## src/rtl/call_stack.sv

```systemverilog
// ============================================================================
//  Module   : call_stack
//  Brief    : Return-address stack for the Harvard CPU core (CALL/RET).
//             Define CALL_STACK_WRAP_EN to let full pushes overwrite the oldest entry.
//  Revision : 1.0 - initial release
// ============================================================================
`default_nettype none

module call_stack #(
  parameter int DEPTH_LOG2 = 3,
  parameter int ADDR_W     = 8
) (
  input  logic                  clk,
  input  logic                  rst_n,
  input  logic                  push,
  input  logic                  pop,
  input  logic [ADDR_W-1:0]     push_data,
  output logic [ADDR_W-1:0]     top_data,
  output logic [DEPTH_LOG2:0]   sp,
  output logic                  empty,
  output logic                  full,
  output logic                  overflow,
  output logic                  underflow
);

  localparam int                c_depth     = 2 ** DEPTH_LOG2;
  localparam logic [DEPTH_LOG2:0] c_depth_cnt = (DEPTH_LOG2 + 1)'(c_depth);

  logic [ADDR_W-1:0]     r_mem [c_depth];
  logic [DEPTH_LOG2:0]   r_sp;
  logic                  r_overflow;
  logic                  r_underflow;

  logic [DEPTH_LOG2-1:0] w_bot;
  logic [DEPTH_LOG2-1:0] w_top_idx;
  logic [DEPTH_LOG2-1:0] w_push_idx;
  logic [DEPTH_LOG2-1:0] w_wr_idx;
  logic [DEPTH_LOG2:0]   w_sp_nxt;
  logic                  w_wr_en;
  logic                  w_set_ovf;
  logic                  w_set_unf;
  logic                  w_empty;
  logic                  w_full;

  // At sp == DEPTH the low sp bits are zero, so push_idx lands on bot (oldest entry).
  assign w_top_idx  = w_bot + r_sp[DEPTH_LOG2-1:0] - 1'b1;
  assign w_push_idx = w_bot + r_sp[DEPTH_LOG2-1:0];
  assign w_empty    = (r_sp == '0);
  assign w_full     = (r_sp == c_depth_cnt);

  assign sp        = r_sp;
  assign empty     = w_empty;
  assign full      = w_full;
  assign overflow  = r_overflow;
  assign underflow = r_underflow;
  assign top_data  = w_empty ? '0 : r_mem[w_top_idx];

`ifdef CALL_STACK_WRAP_EN
  logic [DEPTH_LOG2-1:0] r_bot;
  logic                  w_bot_inc;

  assign w_bot     = r_bot;
  assign w_bot_inc = push && !pop && w_full;

  always_ff @(posedge clk or negedge rst_n) begin
    if (!rst_n) begin
      r_bot <= '0;
    end else if (w_bot_inc) begin
      r_bot <= r_bot + 1'b1;
    end
  end
`else
  assign w_bot = '0;
`endif

  always_comb begin
    w_wr_en   = 1'b0;
    w_wr_idx  = w_push_idx;
    w_sp_nxt  = r_sp;
    w_set_ovf = 1'b0;
    w_set_unf = 1'b0;
    case ({push, pop})
      2'b10: begin
        if (!w_full) begin
          w_wr_en  = 1'b1;
          w_sp_nxt = r_sp + 1'b1;
        end else begin
          w_set_ovf = 1'b1;
`ifdef CALL_STACK_WRAP_EN
          w_wr_en   = 1'b1;
`endif
        end
      end
      2'b01: begin
        if (!w_empty) begin
          w_sp_nxt = r_sp - 1'b1;
        end else begin
          w_set_unf = 1'b1;
        end
      end
      2'b11: begin
        // RET immediately followed by CALL: overwrite the top in place.
        w_wr_en = 1'b1;
        if (!w_empty) begin
          w_wr_idx = w_top_idx;
        end else begin
          w_sp_nxt  = r_sp + 1'b1;
          w_set_unf = 1'b1;
        end
      end
      default: ;
    endcase
  end

  always_ff @(posedge clk or negedge rst_n) begin
    if (!rst_n) begin
      r_sp        <= '0;
      r_overflow  <= 1'b0;
      r_underflow <= 1'b0;
      for (int i = 0; i < c_depth; i++) begin
        r_mem[i] <= '0;
      end
    end else begin
      r_sp <= w_sp_nxt;
      if (w_set_ovf) r_overflow <= 1'b1;
      if (w_set_unf) r_underflow <= 1'b1;
      if (w_wr_en) r_mem[w_wr_idx] <= push_data;
    end
  end

endmodule

`default_nettype wire

```

## config.mk

```make
export PLATFORM = sky130hd
export DESIGN_NAME = call_stack
export DESIGN_NICKNAME = d
export VERILOG_FILES = /design/src/rtl/call_stack.sv
export SDC_FILE = /design/constraint.sdc
export NUM_CORES = 1
export LEC_CHECK = 0
export ABC_AREA = 1
export ABC_CLOCK_PERIOD_IN_PS = 2950
export BUFFER_PORTS_ARGS = -buffer_cell sky130_fd_sc_hd__buf_2
export CELL_PAD_IN_SITES_DETAIL_PLACEMENT = 1
export CELL_PAD_IN_SITES_GLOBAL_PLACEMENT = 1
export CORE_MARGIN = 3
export CORE_UTILIZATION = 44
export CTS_CLUSTER_SIZE = 40
export DETAILED_ROUTE_END_ITERATION = 16
export HOLD_SLACK_MARGIN = 0.1
export PLACE_DENSITY = 0.9
export SYNTH_ARGS = -nofsm -noshare
export SYNTH_HDL_FRONTEND = slang
export SYNTH_SLANG_ARGS = --single-unit
```

## constraint.sdc

```tcl
create_clock -name clk -period 2.95 [get_ports clk]
set_input_delay 0 -clock clk [delete_from_list [all_inputs] [get_ports clk]]
set_output_delay 0 -clock clk [all_outputs]
set_load 0.02 [all_outputs]
```

==> results.py <==
metrics = {
    "placement": {
        "post-dp-hpwl_um": 7455,
        "portBuffers": 27,
        "place_ws_ps": 353.7,
        "gp_congestion": 0.8293,
    },
    "die": {
        "core.rowCount": 32,
        "die_h_um": 96.94,
        "dieArea_mm2": 0.009396,
        "start_util_pct": 46.13,
        "ios": 28,
        "die_x_um": 96.94,
        "core-area_mm2": 0.007888,
    },
    "hold_path": {
        "worst_hold_path_type": "in -> async",
    },
    "sta": {
        "worst_slew_pin_slew_ps": 796.6,
        "min_period_ps": 2661,
        "rsz0062_at_grt": "no",
        "hold_viol_final": 0,
        "tns_ps": 0,
        "fmax_mhz": 375.9,
        "finalHoldWorstSlack_ps": 276.4,
        "skew_ps": 7.597,
        "min_period_over_period_pct": 90.19,
        "slew_headroom_pct": 46.89,
        "setup-violations-final": 0,
        "drv_slew": 0,
        "post-route-worst-setup-slack_ps": 289.5,
    },
    "synthesis": {
        "syn-mean-instance-area_um2": 7.410,
        "synth-seq-cells": 70,
        "seq_area_frac_synth_pct": 48.14,
        "synth_cell_types": 24,
        "synth_cells": 491,
        "ys_warn_count": 0,
        "netlist_area_mm2": 0.003638,
        "syn_nets": 505,
    },
    "cts": {
        "clk_pin_slew_ps": 70,
        "clock_path_buffers": 2,
        "numCtsBuffers": 9,
        "clkLatencyLatePin_ps": 350,
        "cts_setup_buffers": 0,
        "htree_levels": 3,
        "cts-hold-fix-buffers": 11,
        "tritoncts": "yes",
        "cts_root_buf": "clkbuf_8",
        "cts.sinks": 70,
        "cts_resized": 0,
    },
    "worst_setup_path": {
        "arrival_ps": 2660,
        "crit_path_cell_trace": "inv_1 > ha_1 > inv_1 > buf_4 > o21ai_0 > o22ai_1 > a21oi_1 > nor2_1 > buf_2",
        "slowest_delay_ps": 420,
        "slowest_stage": "dfrtp_1",
        "cp_common_cell": "inv_1",
        "critPathMaxFanout": 17,
        "worst-path-stages": 9,
        "worstRegToRegCells": 9,
        "path_class": "reg -> out",
        "crit_buf_inv": 4,
        "startpoint_type": "flip-flop",
        "required_ps": 2950,
        "cp-end-kind": "output port",
        "crit_family": "buffers and inverters",
    },
    "layout": {
        "antenna_cells": 0,
        "multi_input_area_mm2": 0.001712,
        "register_area_mm2": 0.001752,
        "final_cell_mix": "nand2_1 (180), dfrtp_1 (70), nand3_1 (54)",
        "utilization_pct": 52.41,
        "nets": 533,
        "fill_cells": 978,
        "area_growth_pct": 13.62,
        "drive_gt1_share_pct": 13.00,
        "layout_commonest_cell": "nand2_1",
    },
    "routing": {
        "antenna_left": 0,
        "drt-total-wl_um": 11180,
        "drc": 0,
        "dr.pass1.iters": 4,
        "wl_per_cell_um": 17.89,
        "drt-initial-drc-count": 243,
        "viasPerCell": 5.598,
        "vias": 3499,
    },
    "pwr": {
        "leakagePower_nw": 2.139,
        "p_seq_share_pct": 30.4,
        "p_switching_mw": 2.682,
        "intPower_mw": 2.766,
        "power_density_mw_per_mm2": 1318,
        "switching_share_pct": 49.22,
        "pwr-share-clk_pct": 15.3,
        "ir_worst_vdd_mv": 1.308,
        "combinationalPowerShare_pct": 54.3,
    },
    "outcome": {
        "status": "complete, no violations",
    },
    "global_routing": {
        "grt_pass1_vias": 3807,
        "antenna_found_initial": 0,
        "grt_usage_pct": 25.29,
        "grt.overflow.total": 0,
        "grt_max_degree": 37,
        "grt_pass1_wl_um": 18990,
    },
    "run": {
        "maxCapViolCount": 0,
    },
}
## routing by layer
metal	wire [um]	part of all wire (%)	vias up	global-route usage, %
met3	903	8.1	26	3.317
met1	4626	41	1691	33.74
met5	0	0	-	0
met2	5409	48	141	41.24
met4	244	2.2	0	11.12
li1	-	-	1641	-
## metrics by stage
stage                     power, mW  cells  cell area [um^2]
final                         5.448    625              4134
after global routing          5.918    625              4134
after CTS                     5.471    625              4134
after detailed placement      4.577    599              3820
after global placement        4.436    599              3820
after floorplan               3.685    491              3638
## path summary, 6_finish.rpt
check / slack, ps / end / startpoint
hold reg to reg: 460 / overflow$_DFFE_PN0P_ / overflow$_DFFE_PN0P_
hold / removal: 280 / r_mem[10]$_DFFE_PN0P_ / rst_n
setup reg to reg: 340 / r_mem[36]$_DFFE_PN0P_ / sp[1]$_DFFE_PN0P_
min in group clk: 460 / overflow$_DFFE_PN0P_ / overflow$_DFFE_PN0P_
setup / recovery: 290 / top_data[0] / sp[1]$_DFFE_PN0P_
max in group asynchronous: 1850 / r_mem[5]$_DFFE_PN0P_ / rst_n
## cell type report
| cell class | instances | area share (%) |
|---|---|---|
| Clock buffer | 11 | 3.178 |
| Clock inverter | 4 | 1.755 |
| Inverter | 13 | 1.180 |
| Multi-Input combinational cell | 381 | 41.40 |
| Sequential cell | 70 | 42.37 |
| Tap cell | 102 | 3.087 |
| Timing Repair Buffer | 44 | 7.022 |
## kinds of logic (layout without fill, tap and decap cells)
family                     after synthesis  after routing  synth area share [%]
AOI/OAI and AO/OA                       73             73                 10.76
buffers and inverters                   40             72                 4.814
xor gates and xnor gates                 2              2                0.4815
and+or+nand+nor                        304            304                 35.11
DFF                                     70             70                 48.14
adders and majority gates                2              2                0.6876
## cell usage after synthesis, drive strengths merged
| cell type | instances | area (um^2) |
|---|---|---|
| xor2 | 2 | 17.52 |
| inv | 13 | 48.80 |
| o21bai | 1 | 7.510 |
| clkbuf | 18 | 70.07 |
| ha | 2 | 25.02 |
| o22ai | 8 | 50.05 |
| nand2 | 192 | 750.7 |
| buf | 9 | 56.30 |
| o21ai | 53 | 265.3 |
| dfrtp | 70 | 1752 |
| nand3b | 1 | 7.510 |
| nor2 | 57 | 249.0 |
| a21o | 1 | 7.510 |
| nand3 | 54 | 270.3 |
| a21oi | 10 | 61.31 |
## sequential cells by signal (all words and copies together) (netlist names)
signal / count
overflow: 1
sp: 4
r_mem: 64
underflow: 1
## power by group through the flow
stage | registers (mW) | clock network, mW | logic (mW)
2_1_floorplan | 1.62 | 0 | 2.06
3_3_place_gp | 1.65 | 0 | 2.79
3_5_place_dp | 1.66 | 0 | 2.92
4_1_cts | 1.65 | 0.849 | 2.97
5_1_grt | 1.71 | 0.898 | 3.31
6_report | 1.66 | 0.834 | 2.96
No activity file was read; power rests on OpenSTA's default activity.
